<file path="src/rtl/pe_pkg.sv">
// Shared constants and golden arithmetic for the memory-mapped MAC processing element.
package pe_pkg;

  localparam int unsigned OP_W   = 8;
  localparam int unsigned ACC_W  = 32;
  localparam int unsigned DATA_W = 32;
  localparam int unsigned BE_W   = DATA_W / 8;

  localparam int unsigned ADDR_A      = 0;
  localparam int unsigned ADDR_B      = 1;
  localparam int unsigned ADDR_CTRL   = 2;
  localparam int unsigned ADDR_RES    = 3;
  localparam int unsigned ADDR_STATUS = 4;

  localparam int unsigned CTRL_START = 0;
  localparam int unsigned CTRL_MODE  = 1;
  localparam int unsigned CTRL_CLEAR = 2;

  typedef enum logic {
    ST_IDLE = 1'b0,
    ST_RUN  = 1'b1
  } mac_state_e;

  // acc + unsigned a * signed b, wrapping at the accumulator width
  function automatic logic signed [ACC_W-1:0] mac_step(
    input logic signed [ACC_W-1:0] acc,
    input logic        [OP_W-1:0]  a,
    input logic signed [OP_W-1:0]  b
  );
    logic signed [OP_W:0]      sa;
    logic signed [ACC_W-1:0]   prod;
    sa   = signed'({1'b0, a});
    prod = ACC_W'(sa) * ACC_W'(b);
    return acc + prod;
  endfunction

  function automatic logic signed [ACC_W-1:0] out(
    input logic signed [ACC_W-1:0] acc,
    input logic                    mode
  );
    return (mode && acc[ACC_W-1]) ? '0 : acc;
  endfunction

endpackage

</file>
<file path="src/rtl/pe_mac.sv">
// Single-cycle MAC engine: captures operands on start, accumulates and publishes the result one edge later.
module pe_mac
  import pe_pkg::*;
(
  input  logic                    clk,
  input  logic                    reset,
  input  logic                    start_i,
  input  logic                    clear_i,
  input  logic        [OP_W-1:0]  a_i,
  input  logic signed [OP_W-1:0]  b_i,
  input  logic                    mode_i,
  output logic signed [ACC_W-1:0] acc_o,
  output logic signed [ACC_W-1:0] result_o,
  output logic                    done_o
);

  mac_state_e              r_state;
  mac_state_e              w_next_state;
  logic        [OP_W-1:0]  r_a;
  logic signed [OP_W-1:0]  r_b;
  logic                    r_mode;
  logic signed [ACC_W-1:0] r_acc;
  logic signed [ACC_W-1:0] r_res;
  logic signed [ACC_W-1:0] w_acc_new;
  logic                    r_done;

  always_comb begin
    w_next_state = r_state;
    w_acc_new    = mac_step(r_acc, r_a, r_b);
    case (r_state)
      ST_IDLE: if (start_i) w_next_state = ST_RUN;
      ST_RUN:  w_next_state = ST_IDLE;
      default: w_next_state = ST_IDLE;
    endcase
  end

  // clear lands on the write edge, so a combined start+clear accumulates from zero
  always_ff @(posedge clk or negedge reset) begin
    if (!reset) begin
      r_state <= ST_IDLE;
      r_a     <= '0;
      r_b     <= '0;
      r_mode  <= 1'b0;
      r_acc   <= '0;
      r_res   <= '0;
      r_done  <= 1'b0;
    end else begin
      r_state <= w_next_state;
      if (r_state == ST_RUN) begin
        r_acc  <= w_acc_new;
        r_res  <= out(w_acc_new, r_mode);
        r_done <= 1'b1;
      end else begin
        if (clear_i) r_acc <= '0;
        if (start_i) begin
          r_a    <= a_i;
          r_b    <= b_i;
          r_mode <= mode_i;
          r_done <= 1'b0;
        end
      end
    end
  end

  assign acc_o    = r_acc;
  assign result_o = r_res;
  assign done_o   = r_done;

endmodule

</file>
<file path="src/rtl/pe_top.sv">
// Bus-attached processing element: register decode, operand/mode storage, status and registered read mux.
module pe_top
  import pe_pkg::*;
#(
  parameter int unsigned ADDR_W = 3
) (
  input  logic              clk,
  input  logic              reset,
  input  logic              req_i,
  input  logic [BE_W-1:0]   wen_i,
  input  logic [ADDR_W-1:0] addr_i,
  input  logic [DATA_W-1:0] wdata_i,
  output logic [DATA_W-1:0] rdata_o
);

  logic                      w_wr;
  logic                      w_rd;
  logic                      w_ctrl_wr;
  logic                      w_start;
  logic                      w_clear;
  logic [OP_W-1:0]           r_a;
  logic [OP_W-1:0]           r_b;
  logic                      r_mode;
  logic                      r_busy;
  logic [DATA_W-1:0]         r_rdata;
  logic [DATA_W-1:0]         w_rdata;
  logic signed [ACC_W-1:0]   w_acc_unused;
  logic signed [ACC_W-1:0]   w_result;
  logic                      w_done;
  logic [DATA_W-OP_W-1:0]    w_wdata_hi_unused;

  assign w_wr              = req_i && (wen_i != '0);
  assign w_rd              = req_i && (wen_i == '0);
  assign w_ctrl_wr         = w_wr && wen_i[0] && (addr_i == ADDR_W'(ADDR_CTRL));
  assign w_start           = w_ctrl_wr && wdata_i[CTRL_START] && !r_busy;
  assign w_clear           = w_ctrl_wr && wdata_i[CTRL_CLEAR];
  assign w_wdata_hi_unused = wdata_i[DATA_W-1:OP_W];

  pe_mac u_mac (
    .clk      (clk),
    .reset    (reset),
    .start_i  (w_start),
    .clear_i  (w_clear),
    .a_i      (r_a),
    .b_i      (r_b),
    .mode_i   (wdata_i[CTRL_MODE]),
    .acc_o    (w_acc_unused),
    .result_o (w_result),
    .done_o   (w_done)
  );

  always_comb begin
    w_rdata = '0;
    case (addr_i)
      ADDR_W'(ADDR_A):      w_rdata = DATA_W'(r_a);
      ADDR_W'(ADDR_B):      w_rdata = DATA_W'(r_b);
      ADDR_W'(ADDR_CTRL):   w_rdata = DATA_W'({r_mode, 1'b0});
      ADDR_W'(ADDR_RES):    w_rdata = DATA_W'(w_result);
      ADDR_W'(ADDR_STATUS): w_rdata = DATA_W'({r_busy, w_done});
      default:              w_rdata = '0;
    endcase
  end

  // the engine always finishes one edge after an accepted start, so busy is a one-cycle flag
  always_ff @(posedge clk or negedge reset) begin
    if (!reset) begin
      r_a     <= '0;
      r_b     <= '0;
      r_mode  <= 1'b0;
      r_busy  <= 1'b0;
      r_rdata <= '0;
    end else begin
      if (w_wr && wen_i[0]) begin
        if (addr_i == ADDR_W'(ADDR_A)) r_a <= wdata_i[OP_W-1:0];
        if (addr_i == ADDR_W'(ADDR_B)) r_b <= wdata_i[OP_W-1:0];
      end
      if (w_ctrl_wr) r_mode <= wdata_i[CTRL_MODE];
      r_busy <= w_start;
      if (w_rd) r_rdata <= w_rdata;
    end
  end

  assign rdata_o = r_rdata;

endmodule

</file>
<file path="config.mk">
export PLATFORM = sky130hd
export DESIGN_NAME = pe_top
export DESIGN_NICKNAME = d
export VERILOG_FILES = /design/src/rtl/pe_pkg.sv /design/src/rtl/pe_mac.sv /design/src/rtl/pe_top.sv
export SDC_FILE = /design/constraint.sdc
export NUM_CORES = 1
export LEC_CHECK = 0
export BUFFER_PORTS_ARGS = -buffer_cell sky130_fd_sc_hd__buf_2
export CAP_MARGIN = 20
export CORE_MARGIN = 2
export CORE_UTILIZATION = 55
export CTS_CLUSTER_DIAMETER = 40
export CTS_CLUSTER_SIZE = 24
export DETAILED_ROUTE_END_ITERATION = 8
export PLACE_DENSITY_LB_ADDON = 0.12
export SYNTH_ARGS = -nofsm -noshare
export SYNTH_HDL_FRONTEND = slang
export SYNTH_HIERARCHICAL = 1
export SYNTH_SLANG_ARGS = --single-unit
</file>
<file path="constraint.sdc">
create_clock -name clk -period 9.5 [get_ports clk]
set_input_delay 1.9 -clock clk [delete_from_list [all_inputs] [get_ports clk]]
set_output_delay 1.9 -clock clk [all_outputs]
set_load 0.02 [all_outputs]
</file>
==> flow_summary.rst <==
.. list-table::
   :header-rows: 1

   * - Metric
     - Value
   * - Synthesis-stage register bit count
     - 133
   * - Worst ir drop on vdd
     - 0.1922 mV
   * - Max incr delay on CP
     - 680 ps
   * - Critical Path Most Common Cell
     - fa_1
   * - Total Neg Setup Slack
     - 0 ps
   * - Path type of the worst setup path
     - reg2reg
   * - Via Count
     - 6,753
   * - Number of endpoints with negative hold slack in the final report
     - 0
   * - First-pass iteration count of the detailed router
     - 6
   * - Arrival time worst endpoint
     - 6490 ps
   * - Reg2reg path depth
     - 17
   * - Number of filler instances in the final layout
     - 1,356
   * - Instance count along the most critical hold path
     - 2
   * - Sort of element at the end of the critical path
     - register
   * - Ranking of synthesized cells by area
     - dfrtp_1 (35%), ha_1 (14%), fa_1 (11%)
   * - Number of nets produced by synthesis
     - 1,108
   * - Worst setup path startpoint
     - u_mac/r_b[7]$_DFFE_PN0P_
   * - Endpoints failing setup
     - 0
   * - GRT overflow
     - 0
   * - Worst r2r src
     - u_mac/r_b[7]$_DFFE_PN0P_
   * - Core area
     - 16,640 um2
   * - ANT nets after route
     - 0
   * - Post-detailed-route DRC marker count
     - 0
   * - Layout overhead on the synthesized area
     - 10.08%
   * - Number of distinct library cell variants in the gate-level netlist after synthesis
     - 72
   * - Detailed Route WL
     - 21,200 um
   * - Vert. Die Dim
     - 134.9 um
   * - Sw power
     - 1.439 mW
   * - Worst-case clock skew
     - 9.021 ps
   * - Yosys warnings
     - 6
   * - Worst reg2reg path endpoint
     - u_mac/acc_o[28]$_DFFE_PN0P_
   * - Number of standard cells after synthesis
     - 907
   * - Number of slew-limit violations in the final report
     - 0
   * - Net switching fraction of the power
     - 0.4362
   * - Final critical delay including setup and external delays
     - 6216 ps
   * - Global-route wire length before repair
     - 35,380 um
   * - Area occupied by multi-input gates
     - 5605 um2
   * - Number of DRC violations after detailed-routing iteration 0
     - 401
   * - Leakage power figure
     - 5.267 nW
   * - Mapped Area
     - 9422 um2
   * - Peak fanout along the critical path
     - 19
   * - Antenna cells
     - 0
   * - CTS tree
     - yes
   * - Final WS setup
     - 3284 ps
   * - Worst setup slack before clock tree synthesis
     - 3335 ps
   * - Most common library cell in the layout ignoring fill and taps
     - nand2_1
   * - Share of final-layout standard cells stronger than drive strength 1
     - 0.1635
   * - Post_cts resized
     - 0
   * - Number of setup buffers added after CTS
     - 0
   * - Antenna violations before repair
     - 0
   * - WL per Instance
     - 18.06 um
   * - Hold_buf cts
     - 0
   * - Overall global routing resource usage
     - 0.2510
   * - Portion of total power attributed to sequential cells
     - 0.249
   * - Number of buffers on the longest clock path
     - 2
   * - Slowest stage cell, crit path
     - o41ai_1
   * - Required time reported for the critical path endpoint
     - 9770 ps
   * - Capture point of the critical path
     - u_mac/acc_o[28]$_DFFE_PN0P_
   * - Placement row count
     - 47
   * - GPL Wtd Cong
     - 0.9357
   * - Portion of the post-synthesis area used by sequential elements
     - 0.3533
   * - Port bufs
     - 49
   * - Maximum clock rate
     - 0.1609 GHz
   * - Int Power
     - 1.860 mW
   * - Vias per Instance
     - 5.752
   * - Classification of the worst-slack hold path
     - reg2reg
   * - Clock tree sinks
     - 133
   * - Later-pin clock latency in the skew report
     - 420 ps
   * - Chip Width
     - 134.9 um
   * - Clock power share
     - 0.202
   * - Count of H-tree levels built during CTS
     - 4
   * - Total clock buffers created by CTS
     - 17
   * - PwrDens
     - 318.2 nW/um2
   * - Clock input transition at the sequential cells of the worst setup and hold paths
     - 60 ps
   * - Sequential standard cell area
     - 3328 um2
   * - Boundary pin count
     - 74
   * - Effective utilization at floorplan
     - 0.5661
   * - Share of total power in combinational logic
     - 0.549
   * - Synth top area share
     - 0.3533
   * - EDFF count, synth
     - 0
   * - Post-synthesis average cell area
     - 10.39 um2
   * - Via count of the first global-routing pass
     - 6,992
   * - Commonest cells after routing, fill and taps aside
     - nand2_1 (139), dfrtp_1 (133), ha_1 (108), o21ai_0 (71), inv_1 (67)
   * - Die area
     - 18,190 um2
   * - Origin of the worst min-delay path
     - u_mac/acc_o[13]$_DFFE_PN0P_
   * - Max-Slew Margin vs Limit
     - 0.3156
   * - Dpl hpwl
     - 15,700 um
   * - Yosys top cell by area
     - dfrtp_1
   * - Share of async-settable or async-resettable flops after synthesis
     - 1.000
   * - Maximum number of pins on one net before global-route repair
     - 68
   * - Actual slew at the worst max-slew pin
     - 1027 ps
   * - Kind of launch point of the worst setup path
     - register
   * - Final cycle utilization of the critical path
     - 0.6543
   * - Run status
     - finished clean
   * - Critical Path, Cell by Cell
     - buf_4 -> clkinv_1 -> fa_1 -> inv_1 -> fa_1 -> fa_1 -> fa_1 -> fa_1 -> ha_1 -> o211ai_1 -> o21ai_2 -> a21boi_2 -> o31ai_4 -> a21oi_2 -> o311a_1 -> o41ai_1 -> o21ai_1
   * - Max-cap viol count
     - 0
   * - Unrepaired setup endpoints after global routing
     - no
   * - Reg2reg setup slack
     - 3280 ps
   * - Top_reg_cell synth
     - dfrtp_1
   * - Fin nets
     - 1,143
   * - CTS Root Buffer Type
     - clkbuf_16
==> worst min-delay path by stage <==
stage / to
after floorplan: u_mac/acc_o[9]$_DFFE_PN0P_
after global placement: u_mac/acc_o[15]$_DFFE_PN0P_
after detailed placement: u_mac/acc_o[13]$_DFFE_PN0P_
after CTS: u_mac/acc_o[13]$_DFFE_PN0P_
after global routing: u_mac/acc_o[18]$_DFFE_PN0P_
final: u_mac/acc_o[13]$_DFFE_PN0P_
==> cell families (layout without fill, tap and decap cells) <==
kind of cell | after synthesis | in the layout | share of synthesized area
AND/OR/NAND/NOR | 245 | 245 | 0.1252
adder cells (fa/ha/maj) | 159 | 159 | 0.2518
buffers and inverters | 109 | 156 | 0.05206
XOR/XNOR | 27 | 27 | 0.02510
flip-flops | 133 | 133 | 0.3533
multiplexers | 48 | 48 | 0.05671
AO/OA/AOI/OAI | 186 | 186 | 0.1359
==> per-layer routing <==
layer / vias up / wire length (um) / track usage
li1: 3180 / - / -
met1: 3390 / 10360 / 0.3621
met2: 163 / 9580 / 0.3900
met3: 20 / 986 / 0.04880
met4: 0 / 269 / 0.06784
met5: - / 0 / 0
==> Yosys cell counts, types with 4 or more instances <==
| cell type | number |
|---|---|
| nand2_1 | 139 |
| a21o_1 | 8 |
| ha_1 | 108 |
| mux2i_1 | 14 |
| a22o_1 | 13 |
| o31ai_1 | 4 |
| o2bb2ai_2 | 9 |
| fa_1 | 51 |
| o2bb2ai_1 | 10 |
| buf_6 | 8 |
| o21ai_0 | 71 |
| nand2b_1 | 6 |
| nor2_1 | 23 |
| nor3_1 | 4 |
| clkbuf_1 | 25 |
| and2_1 | 35 |
| o21ai_1 | 6 |
| xnor2_1 | 15 |
| nor2b_1 | 8 |
| mux2_2 | 33 |
| dfrtp_1 | 133 |
| xor2_1 | 12 |
| a21oi_1 | 35 |
| a31o_2 | 4 |
| nand3_1 | 4 |
| inv_1 | 67 |
==> power by group through the flow <==
stage	combinational [mW]	sequential, mW	clock (mW)
6_report	1.81	0.822	0.668
4_1_cts	1.81	0.820	0.682
5_1_grt	2.05	0.842	0.706
3_5_place_dp	1.78	0.828	0
2_1_floorplan	1.45	0.794	0
3_3_place_gp	1.75	0.821	0
==> flip-flops by register name, summed over array words and instances (netlist names) <==
| register | cells |
|---|---|
| r_b | 8 |
| u_mac/r_b | 8 |
| u_mac/r_state | 1 |
| r_mode | 1 |
| r_busy | 1 |
| u_mac/r_a | 8 |
| rdata_o | 32 |
| u_mac/acc_o | 32 |
| r_a | 8 |
| u_mac/r_mode | 1 |
| u_mac/result_o | 32 |
| u_mac/done_o | 1 |
==> area by class of cell <==
type / count / area share
clock buffers: 19 / 0.04367
clock inverters: 12 / 0.01375
inverters: 68 / 0.02461
multi-input cells: 665 / 0.5405
flip-flops and latches: 133 / 0.3209
well taps: 220 / 0.02654
repair buffers: 57 / 0.03004
==> stage by stage <==
stage          total power, mW  hold WS [ps]    util  instances  instance area [um2]
2_1_floorplan            2.244         445.9       -        907                 9422
3_3_place_gp             2.567         462.8  0.5874       1143                 9776
3_5_place_dp             2.611         471.2  0.5874       1143                 9776
4_1_cts                  3.310         484.0  0.6232       1174                10370
5_1_grt                  3.600         497.3  0.6232       1174                10370
6_report                 3.300         483.1  0.6232       1174                10370
==> worst max-delay path, delay by kind of cell, from the launching register on <==
family | cells | cell delay (ps)
adders and majority gates | 6 | 2980
AOI/OAI and AO/OA | 8 | 2040
buffers and inverters | 3 | 690
DFF | 1 | 320
No activity file was read; power rests on OpenSTA's default activity.
